[src/rtl/back_icon_scheduler_pkg.sv]
// Shared types and helpers for the icon transfer scheduler.
// Instruction typedefs are sized for the default 4-EU / 2-op interconnect.
package back_icon_scheduler_pkg;

    localparam int DEF_NUM_EXEC_UNITS = 4;
    localparam int DEF_OPS_PER_EU     = 2;
    localparam int DEF_RX_W           = DEF_NUM_EXEC_UNITS * DEF_OPS_PER_EU;
    localparam int DEF_EU_ADDR_W      = $clog2(DEF_NUM_EXEC_UNITS);

    typedef logic [DEF_EU_ADDR_W-1:0] type_exec_unit_addr;
    typedef logic [DEF_RX_W-1:0]      type_icon_receivers_list;

    typedef struct packed {
        type_exec_unit_addr      src_addr;
        type_icon_receivers_list receiver_list;
    } type_icon_instr;

    typedef enum logic {
        ICH_IDLE   = 1'b0,
        ICH_ACTIVE = 1'b1
    } type_icon_ch_state;

    // Width helper that never returns zero, so degenerate parameters still give legal vectors.
    function automatic int clog2_min1(input int value);
        return (value <= 2) ? 1 : $clog2(value);
    endfunction

endpackage

[src/rtl/back_icon_scheduler_if.sv]
// Dispatch and per-channel bus bundle between the scheduler and its environment.
interface back_icon_scheduler_if #(
    parameter int NUM_ICON_CHANNELS = 4,
    parameter int NUM_EXEC_UNITS    = 4,
    parameter int OPS_PER_EU        = 2
) ();
    import back_icon_scheduler_pkg::*;

    localparam int RX_W      = NUM_EXEC_UNITS * OPS_PER_EU;
    localparam int EU_ADDR_W = clog2_min1(NUM_EXEC_UNITS);

    logic [EU_ADDR_W-1:0]                   instr_src_i;
    logic [RX_W-1:0]                        instr_rx_list_i;
    logic                                   instr_valid_i;
    logic                                   instr_ready_o;
    logic [NUM_ICON_CHANNELS*EU_ADDR_W-1:0] ch_src_addr_o;
    logic [NUM_ICON_CHANNELS*RX_W-1:0]      ch_receiver_list_o;
    logic [NUM_ICON_CHANNELS-1:0]           ch_valid_o;
    logic [NUM_ICON_CHANNELS*RX_W-1:0]      ch_success_list_i;
    logic [NUM_ICON_CHANNELS-1:0]           ch_timeout_o;
    logic                                   busy_o;

    modport master (
        output instr_src_i, instr_rx_list_i, instr_valid_i, ch_success_list_i,
        input  instr_ready_o, ch_src_addr_o, ch_receiver_list_o, ch_valid_o, ch_timeout_o, busy_o
    );

    modport slave (
        input  instr_src_i, instr_rx_list_i, instr_valid_i, ch_success_list_i,
        output instr_ready_o, ch_src_addr_o, ch_receiver_list_o, ch_valid_o, ch_timeout_o, busy_o
    );

endinterface

[src/rtl/back_icon_sched_fifo.sv]
// Synchronous instruction FIFO; full/empty come only from registered pointers with a wrap bit.
module back_icon_sched_fifo #(
    parameter type T     = logic [7:0],
    parameter int  DEPTH = 4
) (
    input  logic clk,
    input  logic reset_n,
    input  logic push,
    input  T     push_data,
    input  logic pop,
    output T     head,
    output logic full,
    output logic empty
);
    localparam int PTR_W = $clog2(DEPTH);

    logic [PTR_W:0] wr_ptr_reg;
    logic [PTR_W:0] rd_ptr_reg;
    T               mem [DEPTH];

    logic do_push;
    logic do_pop;

    assign do_push = push && !full;
    assign do_pop  = pop && !empty;

    always_ff @(posedge clk) begin
        if (do_push) begin
            mem[wr_ptr_reg[PTR_W-1:0]] <= push_data;
        end
    end

    always_ff @(posedge clk or negedge reset_n) begin
        if (!reset_n) begin
            wr_ptr_reg <= '0;
            rd_ptr_reg <= '0;
        end else begin
            if (do_push) wr_ptr_reg <= wr_ptr_reg + 1'b1;
            if (do_pop)  rd_ptr_reg <= rd_ptr_reg + 1'b1;
        end
    end

    assign empty = (wr_ptr_reg == rd_ptr_reg);
    assign full  = (wr_ptr_reg[PTR_W] != rd_ptr_reg[PTR_W]) &&
                   (wr_ptr_reg[PTR_W-1:0] == rd_ptr_reg[PTR_W-1:0]);
    assign head  = mem[rd_ptr_reg[PTR_W-1:0]];

endmodule

[src/rtl/back_icon_scheduler.sv]
// Buffers icon transfer instructions and issues them in order, round-robin, onto a pool of
// channels that track pending receivers until every receiver has reported success.
module back_icon_scheduler
    import back_icon_scheduler_pkg::*;
#(
    parameter int NUM_ICON_CHANNELS = 4,
    parameter int NUM_EXEC_UNITS    = 4,
    parameter int OPS_PER_EU        = 2,
    parameter int FIFO_DEPTH        = 4,
    parameter int TIMEOUT_CYCLES    = 64
) (
    input  logic                 clk,
    input  logic                 reset_n,
    back_icon_scheduler_if.slave bus
);
    localparam int NCH       = NUM_ICON_CHANNELS;
    localparam int RX_W      = NUM_EXEC_UNITS * OPS_PER_EU;
    localparam int EU_ADDR_W = clog2_min1(NUM_EXEC_UNITS);
    localparam int CH_W      = clog2_min1(NCH);
    localparam int CNT_W     = clog2_min1(TIMEOUT_CYCLES + 1);
    localparam logic [CNT_W-1:0] CNT_LAST = CNT_W'((TIMEOUT_CYCLES > 0) ? TIMEOUT_CYCLES - 1 : 0);

    typedef struct packed {
        logic [EU_ADDR_W-1:0] src_addr;
        logic [RX_W-1:0]      receiver_list;
    } instr_t;

    // Returns {found, index} of the first idle channel at or after start, wrapping.
    function automatic logic [CH_W:0] rr_pick(input logic [NCH-1:0] idle, input logic [CH_W-1:0] start);
        logic [CH_W:0] res;
        int            idx;
        res = '0;
        for (int k = NCH - 1; k >= 0; k--) begin
            idx = (int'(start) + k) % NCH;
            if (idle[idx]) res = {1'b1, CH_W'(idx)};
        end
        return res;
    endfunction

    instr_t           fifo_head;
    instr_t           push_data;
    logic             fifo_full;
    logic             fifo_empty;
    logic             fifo_pop;
    logic             fifo_push;

    logic [CH_W-1:0]  rr_reg;
    logic [NCH-1:0]   ch_active;
    logic [NCH-1:0]   src_match;
    logic [NCH-1:0]   issue_onehot;
    logic [CH_W:0]    pick_res;
    logic [CH_W-1:0]  pick_idx;
    logic             pick_found;
    logic             head_empty_list;
    logic             src_conflict;
    logic             can_issue;

    logic [NCH*EU_ADDR_W-1:0] src_out;
    logic [NCH*RX_W-1:0]      list_out;
    logic [NCH-1:0]           timeout_out;

    assign push_data.src_addr      = bus.instr_src_i;
    assign push_data.receiver_list = bus.instr_rx_list_i;
    assign fifo_push               = bus.instr_valid_i && !fifo_full;

    back_icon_sched_fifo #(
        .T     (instr_t),
        .DEPTH (FIFO_DEPTH)
    ) u_fifo (
        .clk       (clk),
        .reset_n   (reset_n),
        .push      (fifo_push),
        .push_data (push_data),
        .pop       (fifo_pop),
        .head      (fifo_head),
        .full      (fifo_full),
        .empty     (fifo_empty)
    );

    // Issue decisions only look at registered channel state, so a channel that finishes
    // this cycle still counts as busy (and still holds its source) until next cycle.
    always_comb begin
        head_empty_list = (fifo_head.receiver_list == '0);
        src_conflict    = |(ch_active & src_match);
        pick_res        = rr_pick(~ch_active, rr_reg);
        pick_found      = pick_res[CH_W];
        pick_idx        = pick_res[CH_W-1:0];
        can_issue       = !fifo_empty && !head_empty_list && pick_found && !src_conflict;
        fifo_pop        = !fifo_empty && (head_empty_list || can_issue);
        issue_onehot    = '0;
        if (can_issue) issue_onehot[pick_idx] = 1'b1;
    end

    always_ff @(posedge clk or negedge reset_n) begin
        if (!reset_n) begin
            rr_reg <= '0;
        end else if (can_issue) begin
            rr_reg <= CH_W'((int'(pick_idx) + 1) % NCH);
        end
    end

    for (genvar gi = 0; gi < NCH; gi++) begin : g_ch
        type_icon_ch_state    state_reg;
        logic [EU_ADDR_W-1:0] src_reg;
        logic [RX_W-1:0]      pend_reg;
        logic [CNT_W-1:0]     cnt_reg;
        logic                 timeout_reg;
        logic [RX_W-1:0]      remaining;

        assign remaining = pend_reg & ~bus.ch_success_list_i[gi*RX_W +: RX_W];

        always_ff @(posedge clk or negedge reset_n) begin
            if (!reset_n) begin
                state_reg   <= ICH_IDLE;
                src_reg     <= '0;
                pend_reg    <= '0;
                cnt_reg     <= '0;
                timeout_reg <= 1'b0;
            end else begin
                timeout_reg <= 1'b0;
                case (state_reg)
                    ICH_IDLE: begin
                        if (issue_onehot[gi]) begin
                            state_reg <= ICH_ACTIVE;
                            src_reg   <= fifo_head.src_addr;
                            pend_reg  <= fifo_head.receiver_list;
                            cnt_reg   <= '0;
                        end
                    end
                    ICH_ACTIVE: begin
                        if (remaining == '0) begin
                            state_reg <= ICH_IDLE;
                            src_reg   <= '0;
                            pend_reg  <= '0;
                            cnt_reg   <= '0;
                        end else begin
                            pend_reg <= remaining;
                            // Timeout is a retry hint only: the channel keeps driving what is left.
                            if (TIMEOUT_CYCLES > 0) begin
                                if (cnt_reg == CNT_LAST) begin
                                    timeout_reg <= 1'b1;
                                    cnt_reg     <= '0;
                                end else begin
                                    cnt_reg <= cnt_reg + 1'b1;
                                end
                            end
                        end
                    end
                    default: state_reg <= ICH_IDLE;
                endcase
            end
        end

        assign ch_active[gi]                        = (state_reg == ICH_ACTIVE);
        assign src_match[gi]                        = (src_reg == fifo_head.src_addr);
        assign src_out[gi*EU_ADDR_W +: EU_ADDR_W]   = src_reg;
        assign list_out[gi*RX_W +: RX_W]            = pend_reg;
        assign timeout_out[gi]                      = timeout_reg;
    end

    assign bus.instr_ready_o      = !fifo_full;
    assign bus.ch_src_addr_o      = src_out;
    assign bus.ch_receiver_list_o = list_out;
    assign bus.ch_valid_o         = ch_active;
    assign bus.ch_timeout_o       = timeout_out;
    assign bus.busy_o             = !fifo_empty || (|ch_active);

endmodule
[src/flat_wrapper.sv]
// flat-port wrapper written by rule: the top's interface ports become plain ports
module back_icon_scheduler_flat import back_icon_scheduler_pkg::*;
#(
    parameter int NUM_ICON_CHANNELS = 4,
    parameter int NUM_EXEC_UNITS    = 4,
    parameter int OPS_PER_EU        = 2,
    parameter int FIFO_DEPTH        = 4,
    parameter int TIMEOUT_CYCLES    = 64
)
  (clk, reset_n, bus_instr_src_i, bus_instr_rx_list_i, bus_instr_valid_i, bus_ch_success_list_i, bus_instr_ready_o, bus_ch_src_addr_o, bus_ch_receiver_list_o, bus_ch_valid_o, bus_ch_timeout_o, bus_busy_o);
  back_icon_scheduler_if #(.NUM_ICON_CHANNELS(NUM_ICON_CHANNELS), .NUM_EXEC_UNITS(NUM_EXEC_UNITS), .OPS_PER_EU(OPS_PER_EU)) bus_i ();
  input  logic clk;
  input  logic reset_n;
  input wire logic [$bits(bus_i.instr_src_i)-1:0] bus_instr_src_i;
  input wire logic [$bits(bus_i.instr_rx_list_i)-1:0] bus_instr_rx_list_i;
  input wire logic [$bits(bus_i.instr_valid_i)-1:0] bus_instr_valid_i;
  input wire logic [$bits(bus_i.ch_success_list_i)-1:0] bus_ch_success_list_i;
  output wire logic [$bits(bus_i.instr_ready_o)-1:0] bus_instr_ready_o;
  output wire logic [$bits(bus_i.ch_src_addr_o)-1:0] bus_ch_src_addr_o;
  output wire logic [$bits(bus_i.ch_receiver_list_o)-1:0] bus_ch_receiver_list_o;
  output wire logic [$bits(bus_i.ch_valid_o)-1:0] bus_ch_valid_o;
  output wire logic [$bits(bus_i.ch_timeout_o)-1:0] bus_ch_timeout_o;
  output wire logic [$bits(bus_i.busy_o)-1:0] bus_busy_o;
  assign bus_i.instr_src_i = bus_instr_src_i;
  assign bus_i.instr_rx_list_i = bus_instr_rx_list_i;
  assign bus_i.instr_valid_i = bus_instr_valid_i;
  assign bus_i.ch_success_list_i = bus_ch_success_list_i;
  assign bus_instr_ready_o = bus_i.instr_ready_o;
  assign bus_ch_src_addr_o = bus_i.ch_src_addr_o;
  assign bus_ch_receiver_list_o = bus_i.ch_receiver_list_o;
  assign bus_ch_valid_o = bus_i.ch_valid_o;
  assign bus_ch_timeout_o = bus_i.ch_timeout_o;
  assign bus_busy_o = bus_i.busy_o;
  back_icon_scheduler #(.NUM_ICON_CHANNELS(NUM_ICON_CHANNELS), .NUM_EXEC_UNITS(NUM_EXEC_UNITS), .OPS_PER_EU(OPS_PER_EU), .FIFO_DEPTH(FIFO_DEPTH), .TIMEOUT_CYCLES(TIMEOUT_CYCLES)) u_core (.clk(clk), .reset_n(reset_n), .bus(bus_i));
endmodule
[config.mk]
export PLATFORM = sky130hd
export DESIGN_NAME = back_icon_scheduler_flat
export DESIGN_NICKNAME = d
export VERILOG_FILES = /design/src/rtl/back_icon_scheduler_pkg.sv /design/src/rtl/back_icon_scheduler_if.sv /design/src/rtl/back_icon_sched_fifo.sv /design/src/rtl/back_icon_scheduler.sv /design/src/flat_wrapper.sv
export SDC_FILE = /design/constraint.sdc
export NUM_CORES = 1
export LEC_CHECK = 0
export CAP_MARGIN = 20
export CORE_ASPECT_RATIO = 0.7
export CORE_UTILIZATION = 40
export CTS_BUF_LIST = sky130_fd_sc_hd__clkbuf_4 sky130_fd_sc_hd__clkbuf_8 sky130_fd_sc_hd__clkbuf_16
export DETAILED_ROUTE_END_ITERATION = 8
export GPL_TIMING_DRIVEN = 0
export PLACE_DENSITY_LB_ADDON = 0.2
export SLEW_MARGIN = 10
export SYNTH_ARGS = -nofsm -noshare
export SYNTH_HDL_FRONTEND = slang
export SYNTH_SLANG_ARGS = --single-unit
[constraint.sdc]
create_clock -name clk -period 3.2 [get_ports clk]
set_input_delay 0.8 -clock clk [delete_from_list [all_inputs] [get_ports clk]]
set_output_delay 0.8 -clock clk [all_outputs]
set_load 0.005 [all_outputs]
==> qor.yml <==
status: "finished clean"
final_util_pct: 53.8
pwr_density_cell_mw_per_mm2: 1040
die_h_microns: 107
cts_buffer_depth: 2
synthArstFlopShare_pct: 67.7
synth_simple_gate_area_share_pct: 17.0
peakVddDrop_mv: 0.545
antenna_cells: 0
io_pins: 95
overflow: 0
dr.pass1.iters: 4
placementRows: 37
grt_pass1_wl_mm: 25.2
coreArea_sq_mm: 0.0150
synth-main-ff-cell: "dfrtp_1"
path_cells: "buf_6 > buf_2 > xor2_2 > nor3_4 > buf_6 > nand2_1 > clkdlybuf4s50_1"
htreeDepth: 4
grt_pass1_vias: 4682
clk_latency_ns: 0.42
clock_tree.root_cell: "clkbuf_16"
yosys_warnings: 0
start_util_pct: 41.7
ff2ff_path_depth: 12
dp_hpwl_mm: 11.4
cp_slowest_cell: "clkdlybuf4s50_1"
ant_nets: 0
vias: 4813
period_share_pct: 97.8
syn_inst: 535
rsz0062_at_grt: "false"
cts_tree: "done"
wl_mm: 16.0
synth_area_sq_mm: 0.00626
clk_pin_slew_ns: 0.06
largest_reg_flops: 40
die_area_sq_mm: 0.0162
syn2layout_area_growth_pct: 29.0
synth-xor-area-share_pct: 1.96
synth_compound_area_share_pct: 14.6
cp-start-kind: "flop"
synth_area_leaders: "dfrtp_1, edfxtp_1, a32o_1"
synth_top_cell_by_area: "dfrtp_1"
clock.fmax_mhz: 320
p_leak_uw: 0.00319
netlist.area_leader.share_pct: 33.6
r2r_start: "u_core.g_ch[0].state_reg"
hold_viol_final: 0
crit_fanout: 10
drt_iter0_drc: 271
clock_sinks: 124
place_congestion: 0.824
synth.area.mux_share_pct: 5.90
vias_per_cell: 5.60
antenna_found_initial: 0
routedWlPerCell_microns: 18.7
skew_ns: 0.00844
relSlewSlack_pct: 49.5
slowest_delay_ns: 0.46
tightest_slew_ns: 0.750
synth_top_family_by_area: "simple AND/OR/NAND/NOR gates"
synth-edff-count: 40
die_w_microns: 151
hold_slack_ns: 0.371
cp-startpoint: "u_core.u_fifo.rd_ptr_reg[0]"
cts_hold_buffers: 0
setup-violations-final: 0
synth_fp_nets: 593
drv_slew: 0
yosysSeqAreaShare_pct: 52.8
synth_area_per_cell_sq_um: 11.7
hold_class: "in2async"
synth_fa_ha_area_share_pct: 2.60
drc: 0
grt.total_usage_pct: 20.9
worstPathRequired_ns: 2.40
ys_ff_latch: 124
arrival_ns: 2.33
cts_made_buffers: 17
nets: 709
post_synth_num_cell_types: 55
drive_above_1_share_pct: 14.0
min_period_ns: 3.13
io_buffers: 94
cp_common_cell: "buf_6"
grt_max_degree: 47
critical_path_class: "reg2out"
maxCapViolCount: 0
endpoint_kind: "output port"
-- synth_stat cells (3+ instances only) --
cell / count
nand2b_1: 30
o21a_1: 3
mux2i_1: 8
mux4_2: 5
nor2b_1: 12
a221o_1: 3
a21oi_1: 11
and3_1: 10
nand4_1: 7
buf_6: 5
or4_1: 5
o21ai_0: 13
xnor2_1: 10
ha_1: 13
nor4_1: 7
xor2_1: 4
nand3_2: 5
edfxtp_1: 40
o211ai_1: 3
buf_4: 8
mux2_2: 4
a21boi_0: 5
clkbuf_1: 10
a31oi_1: 14
o31a_1: 4
mux4_1: 5
a32o_1: 33
nor3b_1: 4
nand2_1: 55
nand3_1: 16
nor2_1: 6
or3_1: 5
and2_1: 5
o2111ai_1: 4
inv_1: 36
buf_2: 6
nor4_4: 4
dfrtp_1: 84
o22ai_1: 13
-- cells in the final DEF (no fill, tap or decap), drive strengths merged, types with 7 or more instances in the layout --
cell type      netlist  routed
o22ai               13      13
mux4                10      10
xnor2               10      10
nor2b               12      12
nand4                7       7
edfxtp              40      40
ha                  13      13
a31oi               14      14
and3                10      10
nand2b              30      30
buf                 19      25
nand2               56      56
inv                 36      39
o21ai               14      14
nor4                12      12
clkdlybuf4s50        0      93
clkbuf              10      25
a21oi               11      11
mux2i                8       8
nand3               21      21
a32o                33      33
dfrtp               84      84
-- final cells by class --
class | instances | area (sq um)
fillers | 1284 | 6930
flip-flops and latches | 124 | 3310
well taps | 195 | 244
inverters | 36 | 135
clock inverters | 15 | 124
multi-input cells | 346 | 2660
plain buffers | 28 | 194
clock buffers | 17 | 425
repair buffers | 98 | 988
-- worst paths after layout --
| check | to | slack [ns] |
|---|---|---|
| max in group asynchronous | u_core.g_ch[0].cnt_reg[0] | 2.20 |
| setup / recovery | bus_busy_o | 0.07 |
| setup reg to reg | u_core.g_ch[1].pend_reg[0] | 0.24 |
| hold / removal | u_core.g_ch[3].pend_reg[1] | 0.37 |
| hold reg to reg | u_core.g_ch[0].timeout_reg | 0.46 |
| min in group clk | u_core.g_ch[0].timeout_reg | 0.46 |
-- logic make-up (layout without fill, tap and decap cells) --
group           count (synthesis)  count (layout)
xor+xnor                       14              14
compound gates                117             117
mux                            22              22
flops                         124             124
buf+inv                        65             194
fa+ha+maj                      13              13
simple gates                  180             180
-- worst max-delay path, delay by kind of cell (launching register included) --
| kind | cells | cell delay [ns] |
|---|---|---|
| DFF | 1 | 0.41 |
| xor gates and xnor gates | 1 | 0.21 |
| and+or+nand+nor | 2 | 0.31 |
| buffers and inverters | 4 | 0.97 |
-- layer usage --
| layer | track usage [%] | up-vias | share of wire [%] |
|---|---|---|---|
| met2 | 31.9 | 150 | 46 |
| met1 | 29.6 | 2409 | 48 |
| met3 | 4.43 | 20 | 5.2 |
| met4 | 6.93 | 0 | 1.5 |
| met5 | 0 | - | 0 |
| li1 | - | 2234 | - |
-- timing repair --
| action | in CTS | in global routing |
|---|---|---|
| endpoints found under the setup margin | 2 | 35 |
| pin swaps | 1 | 0 |
| buffers inserted | 3 | 0 |
| gates resized for setup | 8 | 9 |
-- stage by stage --
step                      instances  TNS, ns  worst slack, ns  instance area [sq um]  total power [uW]
after CTS                       860        0           0.0197                   8060              8410
after detailed placement        825   -0.407           -0.407                   7470              6510
after global routing            859        0          0.00125                   8070              8910
after global placement          824  -151.96            -1.81                   7440              6360
after floorplan                 535        0            0.570                   6260              5070
final                           859        0           0.0712                   8070              8390
-- report_power, final --
group	leakage, uW	internal, uW	total [uW]	switching, uW
clock	0.000253	1060	1790	724
combinational	0.00147	1840	4080	2240
sequential	0.00147	2140	2530	390
Note: power is estimated with default switching activity, not from simulation.
